[src/rtl/dcs_phase_sequencer.sv]
// dcs_phase_sequencer
//   Frame-level controller for the Gram/RAT/weight-multiply datapath. The
//   sequencer does the following:
//   - counts input beats and weight beats
//   - issues the one-cycle weight request
//   - drives every datapath phase strobe and index
//   - frames the output words with o_valid
//   The datapath keeps no control state of its own.
//
// Parameters
//   ROWS      rows of the input matrix; also the weight and output word count
//   COLS      input bytes per row
//   PIPE_LAT  datapath cycles from an accepted beat to its settled result (>= 1)
//
// Ports
//   clk, rst_n   clock, asynchronous active-low reset
//   i_valid      input byte beat from host
//   w_valid      weight byte beat from host
//   w_ready      one-cycle request for the weight vector
//   o_valid      output word valid (datapath drives the data)
//   dp_load_en   capture/accumulate the current input byte
//   dp_row_idx   row of the current input beat
//   dp_col_idx   column of the current input beat
//   dp_rat_en    apply the row-average threshold (one cycle)
//   dp_acc_clr   zero the output accumulators
//   dp_acc_en    accumulate for the current weight beat
//   dp_w_idx     index of the current weight beat
//   dp_out_idx   accumulator selected onto the output data
//   dp_clear     zero H and the input buffer (one cycle)
//   frame_done   one-cycle pulse when a frame completes
//   err_beat     one-cycle pulse after a beat arrives in an illegal state
module dcs_phase_sequencer #(
  parameter int unsigned ROWS     = 8,
  parameter int unsigned COLS     = 16,
  parameter int unsigned PIPE_LAT = 2
) (
  input  logic                                  clk,
  input  logic                                  rst_n,
  input  logic                                  i_valid,
  input  logic                                  w_valid,
  output logic                                  w_ready,
  output logic                                  o_valid,
  output logic                                  dp_load_en,
  output logic [((ROWS > 1) ? $clog2(ROWS) : 1)-1:0] dp_row_idx,
  output logic [((COLS > 1) ? $clog2(COLS) : 1)-1:0] dp_col_idx,
  output logic                                  dp_rat_en,
  output logic                                  dp_acc_clr,
  output logic                                  dp_acc_en,
  output logic [((ROWS > 1) ? $clog2(ROWS) : 1)-1:0] dp_w_idx,
  output logic [((ROWS > 1) ? $clog2(ROWS) : 1)-1:0] dp_out_idx,
  output logic                                  dp_clear,
  output logic                                  frame_done,
  output logic                                  err_beat
);

  localparam int unsigned RowW  = (ROWS > 1) ? $clog2(ROWS) : 1;
  localparam int unsigned ColW  = (COLS > 1) ? $clog2(COLS) : 1;
  // Phase counter covers both the flush waits and the drain sweep.
  localparam int unsigned PhMax = (ROWS > PIPE_LAT) ? ROWS : PIPE_LAT;
  localparam int unsigned PhW   = $clog2(PhMax + 1);

  localparam logic [3:0] StIdle   = 4'd0;
  localparam logic [3:0] StLoad   = 4'd1;
  localparam logic [3:0] StLflush = 4'd2;
  localparam logic [3:0] StRat    = 4'd3;
  localparam logic [3:0] StWreq   = 4'd4;
  localparam logic [3:0] StWload  = 4'd5;
  localparam logic [3:0] StWflush = 4'd6;
  localparam logic [3:0] StDrain  = 4'd7;
  localparam logic [3:0] StClear  = 4'd8;

  logic [3:0]      state_q, state_d;
  logic [PhW-1:0]  ph_q, ph_d;
  logic [RowW-1:0] row_q, row_d;
  logic [ColW-1:0] col_q, col_d;
  logic [RowW-1:0] w_q, w_d;
  logic            err_q, err_d;

  logic in_ok;
  logic load_beat;
  logic w_beat;
  logic last_in;
  logic last_w;
  logic row_end;
  logic col_end;

  // Beat qualification: beats outside their legal window are dropped and flagged.
  always_comb begin
    in_ok     = (state_q == StIdle) || (state_q == StLoad);
    load_beat = i_valid && in_ok;
    w_beat    = w_valid && (state_q == StWload);
    col_end   = (col_q == ColW'(COLS - 1));
    row_end   = (row_q == RowW'(ROWS - 1));
    last_in   = load_beat && row_end && col_end;
    last_w    = w_beat && (w_q == RowW'(ROWS - 1));
    // One pulse covers an illegal i_valid, an illegal w_valid, or both at once.
    err_d     = (i_valid && !in_ok) || (w_valid && (state_q != StWload));
  end

  // Next-state logic
  always_comb begin
    state_d = state_q;
    case (state_q)
      StIdle, StLoad: begin
        if (last_in) begin
          state_d = StLflush;
        end else if (load_beat) begin
          state_d = StLoad;
        end
      end
      StLflush: if (ph_q == PhW'(PIPE_LAT - 1)) state_d = StRat;
      StRat:    state_d = StWreq;
      StWreq:   state_d = StWload;
      StWload:  if (last_w) state_d = StWflush;
      StWflush: if (ph_q == PhW'(PIPE_LAT - 1)) state_d = StDrain;
      StDrain:  if (ph_q == PhW'(ROWS - 1)) state_d = StClear;
      StClear:  state_d = StIdle;
      default:  state_d = StIdle;
    endcase
  end

  // Phase counter restarts on every state change, so DRAIN sees 0..ROWS-1.
  always_comb begin
    ph_d = '0;
    if ((state_d == state_q) &&
        ((state_q == StLflush) || (state_q == StWflush) || (state_q == StDrain))) begin
      ph_d = ph_q + PhW'(1);
    end
  end

  // Input beat counter as row/column pair; cleared in CLEAR so IDLE always
  // starts a frame from beat 0.
  always_comb begin
    row_d = row_q;
    col_d = col_q;
    if (state_q == StClear) begin
      row_d = '0;
      col_d = '0;
    end else if (load_beat) begin
      if (col_end) begin
        col_d = '0;
        row_d = row_end ? '0 : row_q + RowW'(1);
      end else begin
        col_d = col_q + ColW'(1);
      end
    end
  end

  // Weight beat counter
  always_comb begin
    w_d = w_q;
    if (state_q == StClear) begin
      w_d = '0;
    end else if (w_beat) begin
      w_d = last_w ? '0 : w_q + RowW'(1);
    end
  end

  always_ff @(posedge clk or negedge rst_n) begin
    if (!rst_n) begin
      state_q <= StIdle;
      ph_q    <= '0;
      row_q   <= '0;
      col_q   <= '0;
      w_q     <= '0;
      err_q   <= 1'b0;
    end else begin
      state_q <= state_d;
      ph_q    <= ph_d;
      row_q   <= row_d;
      col_q   <= col_d;
      w_q     <= w_d;
      err_q   <= err_d;
    end
  end

  // Strobes decode registered state; only load/acc enables follow the beat inputs.
  always_comb begin
    dp_load_en = load_beat;
    dp_row_idx = row_q;
    dp_col_idx = col_q;
    dp_rat_en  = (state_q == StRat);
    w_ready    = (state_q == StWreq);
    dp_acc_clr = (state_q == StWreq);
    dp_acc_en  = w_beat;
    dp_w_idx   = w_q;
    o_valid    = (state_q == StDrain);
    dp_out_idx = o_valid ? ph_q[RowW-1:0] : '0;
    dp_clear   = (state_q == StClear);
    frame_done = (state_q == StClear);
    err_beat   = err_q;
  end

endmodule
[config.mk]
export PLATFORM = sky130hd
export DESIGN_NAME = dcs_phase_sequencer
export DESIGN_NICKNAME = d
export VERILOG_FILES = /design/src/rtl/dcs_phase_sequencer.sv
export SDC_FILE = /design/constraint.sdc
export NUM_CORES = 1
export LEC_CHECK = 0
export CAP_MARGIN = 5
export CORE_MARGIN = 4
export CORE_UTILIZATION = 48
export CTS_CLUSTER_DIAMETER = 100
export DETAILED_ROUTE_END_ITERATION = 10
export GPL_TIMING_DRIVEN = 0
export PLACE_DENSITY_LB_ADDON = 0.25
export REMOVE_ABC_BUFFERS = 1
export SLEW_MARGIN = 20
export SYNTH_ARGS = -nofsm -noshare
export SYNTH_HDL_FRONTEND = slang
export SYNTH_SLANG_ARGS = --single-unit
[constraint.sdc]
create_clock -name clk -period 2.55 [get_ports clk]
set_clock_uncertainty 0.1 [all_clocks]
set_input_delay 0.255 -clock clk [delete_from_list [all_inputs] [get_ports clk]]
set_output_delay 0.255 -clock clk [all_outputs]
set_load 0.02 [all_outputs]
==> flow_summary.toml, run 1 <==
[outcome]
status = "finished, final reports clean"

[detailed_routing]
routed_wl_um = 2230
vias = 937
wire_per_inst_um = 13.2
drtAntennaViolNets = 0
drt-pass1-iter-count = 4
drt_iter0_markers = 10
viasPerCell = 5.58
drc = 0

[placed_design]
numPortBuffers = 25
hpwl_um = 1680
globalplace.congestion = 0.720

[clock_tree]
cts_tree = "done"
htreeDepth = 1
post-cts-setup-buffer-count = 0
cts_buffer_depth = 2
ctsHoldBuffers = 0
insertion_delay_ns = 0.30
clk_pin_slew_worst_paths_ns = 0.11
cts_root_buffer = "clkbuf_4"
clock-sinks = 19
cts_buffers = 3

[power_and_ir_drop]
p_total_mw = 0.986
p_per_area_nw_per_um2 = 727
ir_worst_vdd_uv = 515
leakage_nw = 0.607

[sta]
slew_headroom = 0.416
rsz0062_at_grt = "false"
fin_crit_ns = 2.47
fin_crit_sh = 0.970
setup_violations = 0
clock.fmax_mhz = 404
tightest_slew_ns = 0.873
finalHoldViolations = 0
slew_violations = 0

[global_routing]
grt_antenna_before_repair = 0
grt_max_degree = 20
grt_overflow_total = 0
grt_use_total = 0.156
grt_pass1_vias = 881
grt_pass1_wl_um = 3940

[die]
fp.dieH_um = 55.8
ios = 26
die_w_um = 55.8
start_util = 0.501
coreArea_um2 = 2190
dieArea_um2 = 3120
num_rows = 17

[finish]
fill_cells = 191
drive_gt1_frac = 0.0786
n_antenna_cell = 0
final_util = 0.620
layout_common_cells = "22 x clkdlybuf4s50_1, 18 x dfrtp_1, 14 x nor2_1"
nets = 152
area_growth_pct = 23.6
final_common_cell = "clkdlybuf4s50_1"

[critical_path]
ff2ff_path_depth = 4
end_kind = "output pin"
crit_path_max_fanout = 11
start_kind = "flip-flop"
worstPathArrival_ns = 2.12
r2r_start = "state_q[3]"
critPathRequiredTime_ns = 2.19
rrSetupSlack_ns = 0.47
r2r_end = "state_q[0]"
critPathKind = "flip-flop to output pin"

[synth]
yosys_warnings = 0
synth-seq-cells = 19
syn_area_um2 = 1100
syn-instance-count = 119
synth.distinct_cells = 36
yosysSeqAreaShare = 0.433
syn_area_per_cell_um2 = 9.23

[job]
max_cap_violations = 0

[min_path]
hold_class = "primary input to asynchronous set/reset pin"
[through the flow]
| stage | cells | setup TNS, ns | cell area [um2] | setup slack, ns | hold WS (ns) |
|---|---|---|---|---|---|
| 6_report | 168 | 0 | 1360 | 0.0768 | 0.338 |
| 5_1_grt | 168 | 0 | 1360 | 0.00355 | 0.403 |
| 4_1_cts | 168 | 0 | 1360 | 0.0728 | 0.366 |
| 3_5_place_dp | 164 | -0.0532 | 1330 | -0.0532 | 0.417 |
| 3_3_place_gp | 164 | -0.0296 | 1330 | -0.0296 | 0.394 |
| 2_1_floorplan | 111 | 0 | 1050 | 0.449 | -0.141 |
[layout make-up]
cell class,count,area (um2),share of cell area
Multi-Input combinational cell,87,553,0.407
Sequential cell,19,477,0.351
Timing Repair Buffer,25,246,0.182
Tap cell,28,35.0,0.0258
Clock buffer,3,22.5,0.0166
Inverter,5,18.8,0.0138
Clock inverter,1,5.00,0.00369
[worst max path at each step]
| stage | depth (start not counted) | to | startpoint |
|---|---|---|---|
| after detailed placement | 4 | dp_load_en | i_valid |
| after global placement | 4 | dp_load_en | i_valid |
| after global routing | 4 | dp_out_idx[0] | state_q[0] |
| after CTS | 3 | dp_clear | state_q[2] |
| final | 3 | dp_clear | state_q[2] |
| after floorplan | 4 | state_q[0] | state_q[3] |
[flip-flops by register name, summed over array words and instances (netlist names)]
name        flops
dp_col_idx      4
ph_q            4
state_q         4
dp_row_idx      3
dp_w_idx        3
err_beat        1
[layer usage]
| metal | routed length, um | GRT usage | vias up |
|---|---|---|---|
| met1 | 962 | 0.194 | 452 |
| met2 | 1140 | 0.272 | 17 |
| met4 | 23 | 0.0508 | 0 |
| met5 | 0 | 0 | - |
| met3 | 99 | 0.0278 | 4 |
| li1 | - | - | 464 |
[report_power, final]
group / internal, mW / total, mW / switching, mW
logic: 0.198 / 0.413 / 0.215
registers: 0.353 / 0.422 / 0.0689
clock network: 0.0584 / 0.151 / 0.0929
total: 0.610 / 0.986 / 0.377
[synth_stat cells, drive strengths merged]
library cell | instances | share of area
nor3b | 2 | 0.014
nand4 | 6 | 0.034
nor3 | 3 | 0.014
a21oi | 9 | 0.044
or4b | 2 | 0.018
and3b | 1 | 0.0080
and2 | 4 | 0.023
nor4 | 1 | 0.0057
a2111o | 1 | 0.010
nand2b | 1 | 0.0057
or3b | 2 | 0.016
buf | 6 | 0.040
o311ai | 1 | 0.0080
or4 | 1 | 0.010
ha | 7 | 0.080
nor2b | 1 | 0.0057
nor2 | 14 | 0.048
dfrtp | 19 | 0.43
nand3 | 5 | 0.023
nand3b | 1 | 0.0068
nand4b | 2 | 0.016
o32a | 1 | 0.0091
clkbuf | 2 | 0.0068
xnor2 | 2 | 0.016
o22ai | 1 | 0.0057
inv | 5 | 0.017
nand2 | 9 | 0.031
a21o | 1 | 0.0068
xor2 | 1 | 0.0080
and3 | 1 | 0.0057
o21ai | 7 | 0.032
[cells by family after synthesis]
| family | synth area share |
|---|---|
| AND/OR/NAND/NOR | 0.284 |
| adder cells (fa/ha/maj) | 0.0797 |
| flip-flops | 0.433 |
| buffers and inverters | 0.0638 |
| AO/OA/AOI/OAI | 0.116 |
| XOR/XNOR | 0.0239 |
[worst max-delay path: stages, from the launching register on]
cell	delay (ns)
dfrtp_1	0.49
or4b_2	0.79
inv_2	0.18
dlygate4sd2_1	0.35
[repair_timing]
action,in CTS,in global routing
gates resized for setup,5,1
setup endpoints to repair,3,1
gates cloned,0,0
endpoints found under the hold margin,0,0
Power figures use the tool's default switching activity.
==> run 2, diff against run 1 <==
Settings changed: ABC_AREA set to 1, CORE_UTILIZATION 48 to 49.
==> run 2 against run 1 <==
Synthesized cell count up 12%. Synthesized area up 2.1%. Non-clock buffer count unchanged. Global-route usage about the same. Largest power group is now combinational cells. Highest routed layer unchanged.
==> flow_summary.toml, run 2 <==
[outcome]
status = "finished, final reports clean"

[detailed_routing]
drt-pass1-iter-count = 4
drc = 0
vias = 943
drt_iter0_markers = 28
drtAntennaViolNets = 0
wire_per_inst_um = 11.9
viasPerCell = 5.02
routed_wl_um = 2230

[placed_design]
dp.cells = 184
hpwl_um = 1720
numPortBuffers = 25
dpl_cell_area_um2 = 1390
globalplace.congestion = 0.805

[synth]
syn-instance-count = 133
synth_edf_count = 0
syn_area_um2 = 1120
synth.distinct_cells = 27
yosys_warnings = 0
synth_top_cell_by_area = "dfrtp_1"
yosysMostFrequentCell = "inv_1"
synth_commonest_cells = "24 x inv_1, 19 x dfrtp_1, 19 x nand2_1, 14 x nor2_1, 8 x nand3_1"
synthArstFlopShare = 1.00
synth_top_area_share = 0.424
ys.flop_type = "dfrtp_1"
synth-seq-cells = 19
synth.top_cells.by_area = "dfrtp_1 42%, inv_1 8.0%, ha_1 7.8%, nand2_1 6.4%, nor2_1 4.7%"
syn_area_per_cell_um2 = 8.43
yosysSeqAreaShare = 0.424

[sta]
clock.fmax_mhz = 418
slew_headroom = 0.437
setup_violations = 0
fin_crit_sh = 0.939
tightest_slew_ns = 0.842
setup_tns_ns = 0
fin_crit_ns = 2.39
finalHoldViolations = 0
slew_violations = 0
rsz0062_at_grt = "false"

[critical_path]
start_kind = "flip-flop"
worstPathArrival_ns = 2.04
r2r_end = "ph_q[0]"
end_kind = "output pin"
ff2ff_path_depth = 10
critPathKind = "flip-flop to output pin"
critPathRequiredTime_ns = 2.19
crit_path_max_fanout = 6
rrSetupSlack_ns = 0.88
r2r_start = "ph_q[0]"

[die]
fp.dieH_um = 55.8
num_rows = 17
coreArea_um2 = 2190
ios = 26
die_w_um = 55.8
start_util = 0.512
dieArea_um2 = 3120

[global_routing]
grt_use_total = 0.156
grt_antenna_before_repair = 0
grt_overflow_total = 0
grt_pass1_wl_um = 3940
grt_pass1_vias = 908
grt_max_degree = 20

[finish]
stdcell_area_um2 = 1420
multiInputGateArea_um2 = 527
layout_common_cells = "25 x clkdlybuf4s50_1, 24 x inv_1, 19 x nand2_1, 19 x dfrtp_1, 14 x nor2_1"
sequential_cell_area_um2 = 475
nets = 172
n_antenna_cell = 0
area_growth_pct = 26.5
final_common_cell = "clkdlybuf4s50_1"
fill_cells = 188
final_util = 0.647
drive_gt1_frac = 0.125
stdcell_count = 188

[job]
max_cap_violations = 0

[clock_tree]
clk_pin_slew_worst_paths_ns = 0.11
cts_tree = "done"
cts_root_buffer = "clkbuf_4"
cts_repair_resize_count = 0
htreeDepth = 1
insertion_delay_ns = 0.29
post-cts-setup-buffer-count = 0
cts_buffer_depth = 2
ctsHoldBuffers = 0
clock-sinks = 19
cts_buffers = 3

[power_and_ir_drop]
p_per_area_nw_per_um2 = 717
ir_worst_vdd_uv = 499
leakage_nw = 0.684
p_total_mw = 1.02

[min_path]
hold_class = "primary input to asynchronous set/reset pin"
## run 2: changes by cell type in the layout (fill, tap and decap cells not counted), moves of 4 or more
| cell | before | now |
|---|---|---|
| a21oi_1 | 8 | 2 |
| and2_1 | 4 | 0 |
| inv_1 | 3 | 24 |
| nand2_1 | 9 | 19 |
| nand2_2 | 0 | 5 |
## run 2: metrics by stage
step                setup WS (ns)  hold slack, ns
floorplan                   0.982          -0.141
global placement            0.500           0.398
detailed placement          0.501           0.423
CTS                         0.151           0.367
global route               0.0223           0.427
finish                      0.155           0.334
## run 2: how the worst max path moves through the flow
stage	startpoint	endpoint	slack (ns)	cells after the start
global route	state_q[3]	dp_acc_en	0.02	6
floorplan	dp_w_idx[0]	ph_q[0]	0.98	9
finish	state_q[3]	dp_acc_en	0.16	6
detailed placement	state_q[3]	dp_acc_en	0.50	6
CTS	state_q[3]	dp_acc_en	0.15	6
global placement	state_q[3]	dp_acc_en	0.50	6
## run 2: cell families after synthesis
kind of cell,Yosys count,share of synthesized area
adder cells (fa/ha/maj),7,0.0781
buffers and inverters,29,0.106
AO/OA/AOI/OAI,15,0.0804
flip-flops,19,0.424
XOR/XNOR,3,0.0234
AND/OR/NAND/NOR,60,0.288
## run 2: layer usage
| layer | track usage | wire [um] |
|---|---|---|
| met3 | 0.0302 | 145 |
| met2 | 0.257 | 1090 |
| met4 | 0.0610 | 15 |
| met5 | 0 | 0 |
| met1 | 0.202 | 979 |
## run 2: layout make-up
cell class              count  share of cell area
inverters                  27              0.0733
flip-flops and latches     19               0.335
well taps                  28              0.0247
clock buffers               4              0.0185
multi-input cells          85               0.372
repair buffers             25               0.177
## run 2: where the power goes
group	internal [mW]	leakage (nW)	switching, mW	total, mW
sequential	0.349	0.242	0.0502	0.400
combinational	0.196	0.427	0.270	0.466
clock	0.0608	0.0150	0.0902	0.151
total	0.606	0.684	0.410	1.02
## run 2: worst max-delay path, cell delays in order, from the launching register on
cell             delay, ns
dfrtp_1               0.47
inv_2                 0.08
nand2_2               0.06
nor3_2                0.18
nand2_1               0.18
inv_1                 0.15
clkdlybuf4s50_1       0.62
==> run 3, diff against run 2 <==
Settings changed: CTS_CLUSTER_SIZE set to 40.
==> results of run 3 <==
Same layout as run 2: the final DEF is identical, and so are final timing and power.
